$ cat config.mk
export PLATFORM = sky130hd
export DESIGN_NAME = wf_play_seq
export DESIGN_NICKNAME = d
export VERILOG_FILES = /design/src/rtl/wf_play_seq.sv
export SDC_FILE = /design/constraint.sdc
export NUM_CORES = 1
export LEC_CHECK = 0
export ABC_AREA = 1
export CAP_MARGIN = 5
export CORE_AREA = 2 2 148 150
export CTS_BUF_LIST = sky130_fd_sc_hd__clkbuf_4 sky130_fd_sc_hd__clkbuf_8
export DETAILED_ROUTE_END_ITERATION = 16
export DIE_AREA = 0 0 150 152
export PLACE_DENSITY = 0.72
export SETUP_SLACK_MARGIN = 0.1
export SYNTH_ARGS = -nofsm -noshare
export SYNTH_HDL_FRONTEND = slang
export SYNTH_SLANG_ARGS = --single-unit
$ cat constraint.sdc
create_clock -name i_clk -period 3.37 [get_ports i_clk]
set_input_delay 1.011 -clock i_clk [delete_from_list [all_inputs] [get_ports i_clk]]
set_output_delay 1.011 -clock i_clk [all_outputs]
set_load 0.02 [all_outputs]
$ cat src/rtl/wf_play_seq.sv
// Waveform playback sequencer: walks the DPBRAM table at a programmable sample
// period, repeats it N times, and fences host table writes while playing.
module wf_play_seq #(
  parameter int ADDR_W     = 10,
  parameter int DATA_W     = 16,
  parameter int RAM_LAT    = 1,
  parameter int MIN_PERIOD = 4
) (
  input  logic              i_clk,
  input  logic              i_rst,
  input  logic              i_start,
  input  logic              i_stop,
  input  logic [ADDR_W:0]   i_point_num,
  input  logic [31:0]       i_period,
  input  logic [15:0]       i_repeat,
  output logic [ADDR_W-1:0] o_ram_addr,
  output logic              o_ram_en,
  input  logic [DATA_W-1:0] i_ram_dout,
  output logic [DATA_W-1:0] o_wf_data,
  output logic              o_wf_valid,
  output logic              o_busy,
  output logic              o_done,
  output logic              o_err,
  output logic [15:0]       o_pass_cnt,
  input  logic              i_host_wr_req,
  output logic              o_host_wr_gnt
);

  typedef enum logic [2:0] {S_IDLE, S_LOAD, S_FETCH, S_WAIT, S_HOLD, S_DONE} state_t;

  state_t        state;
  logic          start_q;
  logic [ADDR_W:0] pn_q;
  logic [31:0]   per_q;
  logic [15:0]   rep_q;
  logic [31:0]   pcnt;

  logic          start_rise;
  logic          last_pt;
  logic          per_end;
  logic          lat_end;
  logic [15:0]   pass_nxt;
  logic [31:0]   per_eff;

  assign start_rise = i_start & ~start_q;
  assign last_pt    = ({1'b0, o_ram_addr} == pn_q - 1'b1);
  assign per_end    = (pcnt == per_q - 32'd1);
  // pcnt counts from the FETCH cycle, so it doubles as the read-latency counter
  assign lat_end    = (pcnt == 32'(RAM_LAT));
  assign pass_nxt   = (&o_pass_cnt) ? o_pass_cnt : o_pass_cnt + 16'd1;
  assign per_eff    = (i_period < 32'(MIN_PERIOD)) ? 32'(MIN_PERIOD) : i_period;

  always_ff @(posedge i_clk or negedge i_rst) begin
    if (!i_rst) begin
      state         <= S_IDLE;
      // start_q resets high so a start held through reset needs a fresh edge
      start_q       <= 1'b1;
      pn_q          <= '0;
      per_q         <= '0;
      rep_q         <= '0;
      pcnt          <= '0;
      o_ram_addr    <= '0;
      o_ram_en      <= 1'b0;
      o_wf_data     <= '0;
      o_wf_valid    <= 1'b0;
      o_busy        <= 1'b0;
      o_done        <= 1'b0;
      o_err         <= 1'b0;
      o_pass_cnt    <= '0;
      o_host_wr_gnt <= 1'b0;
    end else begin
      start_q       <= i_start;
      o_ram_en      <= 1'b0;
      o_wf_valid    <= 1'b0;
      o_host_wr_gnt <= i_host_wr_req && (state == S_IDLE || state == S_DONE);

      if (i_stop && (state == S_LOAD || state == S_FETCH ||
                     state == S_WAIT || state == S_HOLD)) begin
        state  <= S_IDLE;
        o_busy <= 1'b0;
        o_done <= 1'b0;
      end else begin
        case (state)
          S_IDLE: begin
            // a host request swallows the start edge, granted or not yet
            if (start_rise && !i_host_wr_req) begin
              if (i_point_num == '0) begin
                o_err <= 1'b1;
              end else begin
                state      <= S_LOAD;
                pn_q       <= i_point_num;
                per_q      <= per_eff;
                rep_q      <= i_repeat;
                o_done     <= 1'b0;
                o_err      <= 1'b0;
                o_pass_cnt <= '0;
                o_ram_addr <= '0;
                o_busy     <= 1'b1;
              end
            end
          end
          S_LOAD: begin
            state    <= S_FETCH;
            o_ram_en <= 1'b1;
            pcnt     <= '0;
          end
          S_FETCH: begin
            state <= S_WAIT;
            pcnt  <= pcnt + 32'd1;
          end
          S_WAIT: begin
            pcnt <= pcnt + 32'd1;
            if (lat_end) begin
              o_wf_data  <= i_ram_dout;
              o_wf_valid <= 1'b1;
              state      <= S_HOLD;
            end
          end
          S_HOLD: begin
            if (per_end) begin
              if (!last_pt) begin
                o_ram_addr <= o_ram_addr + 1'b1;
                state      <= S_FETCH;
                o_ram_en   <= 1'b1;
                pcnt       <= '0;
              end else begin
                o_pass_cnt <= pass_nxt;
                o_ram_addr <= '0;
                if (rep_q != '0 && pass_nxt == rep_q) begin
                  state  <= S_DONE;
                  o_busy <= 1'b0;
                  o_done <= 1'b1;
                end else begin
                  state    <= S_FETCH;
                  o_ram_en <= 1'b1;
                  pcnt     <= '0;
                end
              end
            end else begin
              pcnt <= pcnt + 32'd1;
            end
          end
          S_DONE:  state <= S_IDLE;
          default: state <= S_IDLE;
        endcase
      end
    end
  end

endmodule
After elaboration in Yosys (flattened, before gate mapping)
Cells that the tools add are included.
{"block": "word_totals", "reg_bits": 143, "input_bits": 80, "word_cells": 117}
{"block": "op_classes", "n_addsub": 5, "magnitude_cmp": 1, "n_eq_ne": 20, "mux": 47, "bitwise_logic": 4, "reduce_logical": 25}
{"operator": "$mux W32", "n": 4}
{"operator": "$pmux W32 S3", "n": 1}
{"operator": "$mux W16", "n": 5}
{"operator": "$mux W10", "n": 4}
{"operator": "$add A32 B1 Y32 const B", "n": 1}
{"operator": "$eq A32 B1 Y1 const B", "n": 1}
{"operator": "$eq A32 B32 Y1", "n": 1}
{"operator": "$lt A32 B3 Y1 const B", "n": 1}
{"operator": "$pmux W16 S2", "n": 1}
{"operator": "$sub A32 B1 Y32 const B", "n": 1}
{"operator": "$mux W3", "n": 7}
{"operator": "$mux W1", "n": 20}
{"operator": "$pmux W10 S2", "n": 1}
{"operator": "$add A16 B1 Y16 const B", "n": 1}
{"operator": "$eq A16 B16 Y1", "n": 1}
{"operator": "$reduce_and A16 Y1", "n": 1}
{"operator": "$reduce_bool A16 Y1", "n": 1}
{"operator": "$pmux W3 S5", "n": 1}
{"operator": "$reduce_and A6 Y1", "n": 2}
{"operator": "$eq A10 B11 Y1", "n": 1}
{"operator": "$logic_not A11 Y1", "n": 1}
{"operator": "$sub A11 B1 Y11 const B", "n": 1}
{"operator": "$add A10 B1 Y10 const B", "n": 1}
{"operator": "$ne A3 B2 Y1 const B", "n": 3}
{"operator": "21 further kinds", "n": 40}

Logic depth before layout (Yosys ltp)
{"block": "depth", "word_depth": 9, "depth_mapped": 20}

Least setup slack after synthesis
Ideal clock, no wire load.
{"block": "synth_timing", "kind": "register to register", "start": "reg o_pass_cnt[1]", "end": "reg pcnt[0]", "arrival_time_ns": 2.349, "required_ns": 3.252, "path_slack_ns": 0.903, "stages_incl_launch_ff": 17, "synth_period_minus_slack_ns": 2.467, "path_cell_list": "dfrtp_1 -> ha_1 -> inv_1 -> nor2_2 -> nand2_2 -> nor2_4 -> inv_2 -> buf_6 -> nand3_2 -> nand2_1 -> nor3_1 -> nand3_1 -> nor2_2 -> nand3_4 -> buf_2 -> nand3_1 -> nand2_1"}
{"block": "synth_between", "elab_chain_cells": 6, "elab_cells_between_ends": 7, "classes_between": "1 x add/sub; 2 x eq/ne; 1 x mux; 3 x reduce/logical"}
{"element": "from (decl)", "line_no": "24", "text": "output logic [15:0] o_pass_cnt,"}
{"element": "from (signal assigned)", "line_no": "127", "text": "o_pass_cnt <= pass_nxt;"}
{"element": "$add A16 B1 Y16 / $reduce_and A16 Y1 (equally long branches)", "line_no": "50", "text": "assign pass_nxt = (&o_pass_cnt) ? o_pass_cnt : o_pass_cnt + 16'd1;"}
{"element": "$mux W16 *", "line_no": "50"}
{"element": "$eq A16 B16 Y1 *", "line_no": "129", "text": "if (rep_q != '0 && pass_nxt == rep_q) begin"}
{"element": "$logic_and A1 B1 Y1 *", "line_no": "129"}
{"element": "$ne A4 B4 Y1 (no source line) *"}
{"element": "$reduce_and A3 Y1 (no source line) *"}
{"element": "to (signal assigned)", "line_no": "109", "text": "pcnt <= pcnt + 32'd1;"}
{"element": "to (signal assigned)", "line_no": "112", "text": "pcnt <= pcnt + 32'd1;"}
{"element": "to (signal assigned)", "line_no": "140", "text": "pcnt <= pcnt + 32'd1;"}
{"element": "to (decl)", "line_no": "36", "text": "logic [31:0] pcnt;"}
Every way passes the cells marked *; elsewhere a longest branch is shown, timed or not.
A chain may end at the register's enable or synchronous reset.

Worst setup path in the final report
{"block": "layout_timing", "start": "reg o_pass_cnt[0]", "end": "reg pcnt[14]"}
Same word-level chain as after synthesis.

==> metrics.txt <==
GRT Residual Overflow=0; Avg WL per Cell=14.61 µm; Inst Count DP=1989; power density over cell area=597.0 nW/µm²; Fin Clk Skew=0.01492 ns; Clock Tree Root=clkbuf_8; CP max stage delay=0.44 ns; Clock Pin Slew Worst Setup and Hold Paths=0.08 ns; status=finished, final reports clean; Critical Path Fanout Max=32; Area contributors post-synth=dfrtp_1 (34%), nand2_1 (22%), nand3_1 (7.7%); DR DRC count=0; Max-Slew Margin vs Limit=53.50%; gpl congestion=1.008; Min-Delay Path Class=register to register; Avg Cell Area, Syn=6.363 µm²; Sink Count=143; cell count after synthesis=1631; drt pass-1 iters=5; first-pass GRT wire length=48.29 mm; CTS Hold Bufs=0; setup_tns=0 ns; Layout area overhead=17.80%; Worst setup EP type=register; Crit-path slowest cell=dfrtp_1; largest net degree at the start of global routing=88; area leader, netlist=dfrtp_1; min Tclk post-route=2.916 ns; WP data required=3.72 ns; critical path type=register to register; Die Y=152 µm; total global-route track usage=26.16%; share of cells above drive strength 1=4.318%; total power=7.298 mW; hold depth=2; FP Rows=54; f_max=342.9 MHz; vias in the first global route=9917; nets=1814; wire length on met3=2.163 mm; clock buffer depth=2; Met1 Wirelength=13.70 mm; post-synthesis sequential area ratio=34.49%; max layer used=met4; Final Cycle Share=86.54%; Reg2Reg Depth=16; CP cell instances=ha_1, inv_1, nor2_2, nand2_2, nor2_4, inv_4, o21ai_0, nand2_1, nand4_1, nor2_1, nand3_1, nor2_2, nand3_4, buf_6, nand3_1, nand2_1; post-synth top area share=34.24%; # Post-CTS Setup Buffers=0; Via Count=10660; PortBufs=127; Synth cell types=38; post-synthesis adder-cell area fraction=0.7234%; reg2reg setup slack=0.45 ns; worst reg2reg startpoint=o_pass_cnt[0]; final hold viol count=0; Setup crit start kind=register; Synth Area in Compound Gates=4.895%; post-synthesis xor/xnor area fraction=6.812%; Met2 Wirelength=13.09 mm; Initial DRC Count=787; CTS tree=done; crit path DAT=3.26 ns; largest family of logic cells by synthesized area=simple AND/OR/NAND/NOR gates; post-synthesis mux area share=0%; RSZ-0062 raised after global routing=no; Simple-Gate Fraction of Synth Area=44.22%; Placeable Area=21350 µm²; Worst VDD drop=324.5 µV; delay-heaviest family, CP=simple AND/OR/NAND/NOR gates; capturing point of the worst reg2reg path=pcnt[14]; Net Count, Synth=1717; Clock Latency Late Sink=0.46 ns; WHS Endpoint=o_wf_data[6]; fin. max-slew vios=0; # setup viols final=0; HPWL after DPL=22.29 mm; H-tree depth=4; P_leak=5.991 nW; fill count=2107; Max Cap Viol=0; Initial Util=48.61%; CTS Buf Count=17; die width=150 µm; num ports=128; cts repair resizes=0; area of the die=22800 µm²; yosys warns=0; Cell Area, Placed=11850 µm²; antenna diode count=0; DRT Wirelength=29.47 mm; drt via density=5.287; post-route ant nets=0; synthesized cell area=10380 µm²; #FFs+latches synth=143; Hold Path Origin=o_wf_data[6]; Design Area, Final=12220 µm²; initial antenna violation count=0; WP buf/inv=3; Slew @ Worst Pin=0.6975 ns; final non-filler cell total=2017
-- worst max-delay path by stage --
stage | from | endpoint | slack, ns | cells past startpoint
final | o_pass_cnt[0] | pcnt[14] | 0.45 | 16
after global routing | per_q[0] | o_pass_cnt[15] | 0.24 | 17
after CTS | o_pass_cnt[0] | o_ram_en | 0.31 | 15
after detailed placement | i_start | o_pass_cnt[5] | 0.22 | 7
after global placement | i_start | o_pass_cnt[13] | 0.30 | 8
after floorplan | o_pass_cnt[1] | pcnt[0] | 0.90 | 16
-- area by class of cell --
class	count	area, µm²	area share (%)
multi-input cells	1258	5908	48.33
flip-flops and latches	143	3580	29.28
repair buffers	141	1406	11.50
inverters	167	629.4	5.148
well taps	280	350.3	2.866
clock buffers	19	261.5	2.139
clock inverters	9	88.84	0.7267
-- logic make-up after synthesis --
group | Yosys count
and+or+nand+nor | 1078
buffers and inverters | 230
DFF | 143
AOI/OAI and AO/OA | 95
xor gates and xnor gates | 79
adders and majority gates | 6
-- where the power goes --
part / internal, mW / leakage, nW / total (mW) / switching [mW]
logic: 1.24 / 3.93 / 3.34 / 2.10
clock network: 0.608 / 0.172 / 1.30 / 0.695
registers: 2.17 / 1.89 / 2.66 / 0.487
total: 4.02 / 5.99 / 7.30 / 3.28
-- sequential cells by signal (all words and copies together), names as in the netlist, 3 cells and up --
signal,flops
o_wf_data,16
o_pass_cnt,16
per_q,32
rep_q,16
pcnt,32
state,3
pn_q,11
o_ram_addr,10
-- cell usage in the layout, fill, tap and decap left out, types with 19 or more instances in the layout --
cell / count
nor4_1: 21
clkdlybuf4s50_1: 126
o21ai_0: 54
nor3_1: 42
xor2_1: 50
xnor2_1: 28
nor2_1: 165
nand3_1: 160
nand4_1: 35
dfrtp_1: 142
nand2_1: 617
inv_1: 162
o21ai_1: 20
clkbuf_8: 19
-- per-layer routing --
| metal | global-route usage, % | up-vias |
|---|---|---|
| met4 | 7.817 | 0 |
| met3 | 4.384 | 52 |
| met2 | 40.79 | 403 |
| li1 | - | 5344 |
| met1 | 37.33 | 4864 |
| met5 | 0 | - |
-- cell usage after synthesis --
| library cell | instances |
|---|---|
| nand2_1 | 617 |
| nor2_1 | 168 |
| inv_1 | 163 |
| nand3_1 | 160 |
| dfrtp_1 | 142 |
| o21ai_0 | 54 |
| xor2_1 | 50 |
| clkbuf_1 | 43 |
| nor3_1 | 42 |
| nand4_1 | 35 |
| xnor2_1 | 28 |
| nor4_1 | 21 |
| o21ai_1 | 20 |
| a21oi_1 | 12 |
| buf_2 | 11 |
| nand3b_1 | 7 |
| nor2_2 | 7 |
| ha_1 | 6 |
| o21bai_1 | 6 |
| buf_6 | 5 |
| nand2_2 | 5 |
| nand3_2 | 5 |
| nor3b_1 | 4 |
| buf_1 | 3 |
| inv_2 | 3 |
| nor2_4 | 2 |
| a21boi_4 | 1 |
| a31oi_1 | 1 |
| and2_1 | 1 |
| buf_4 | 1 |
| clkinv_1 | 1 |
| dfstp_2 | 1 |
| nand2_4 | 1 |
| nand3_4 | 1 |
| nor3_2 | 1 |
| o211ai_1 | 1 |
| or2_2 | 1 |
| xor3_1 | 1 |
-- per-stage QoR --
stage          hold slack [ns]  util [%]  worst slack [ns]
2_1_floorplan           0.4620         -            0.9033
3_3_place_gp            0.4617     55.51            0.2956
3_5_place_dp            0.4649     55.51            0.2182
4_1_cts                 0.4854     57.15            0.3105
5_1_grt                 0.5073     57.26            0.2365
6_report                0.4849     57.26            0.4537
-- worst reg2reg max path, cell delays in order, from the launching register on --
cell and delay (ns):
dfrtp_1 0.44, ha_1 0.30, inv_1 0.09, nor2_2 0.05, nand2_2 0.13, nor2_4 0.07
inv_4 0.18, o21ai_0 0.20, nand2_1 0.18, nand4_1 0.19, nor2_1 0.13, nand3_1 0.10
nor2_2 0.17, nand3_4 0.13, buf_6 0.24, nand3_1 0.14, nand2_1 0.05
Note: power is estimated with default switching activity, not from simulation.
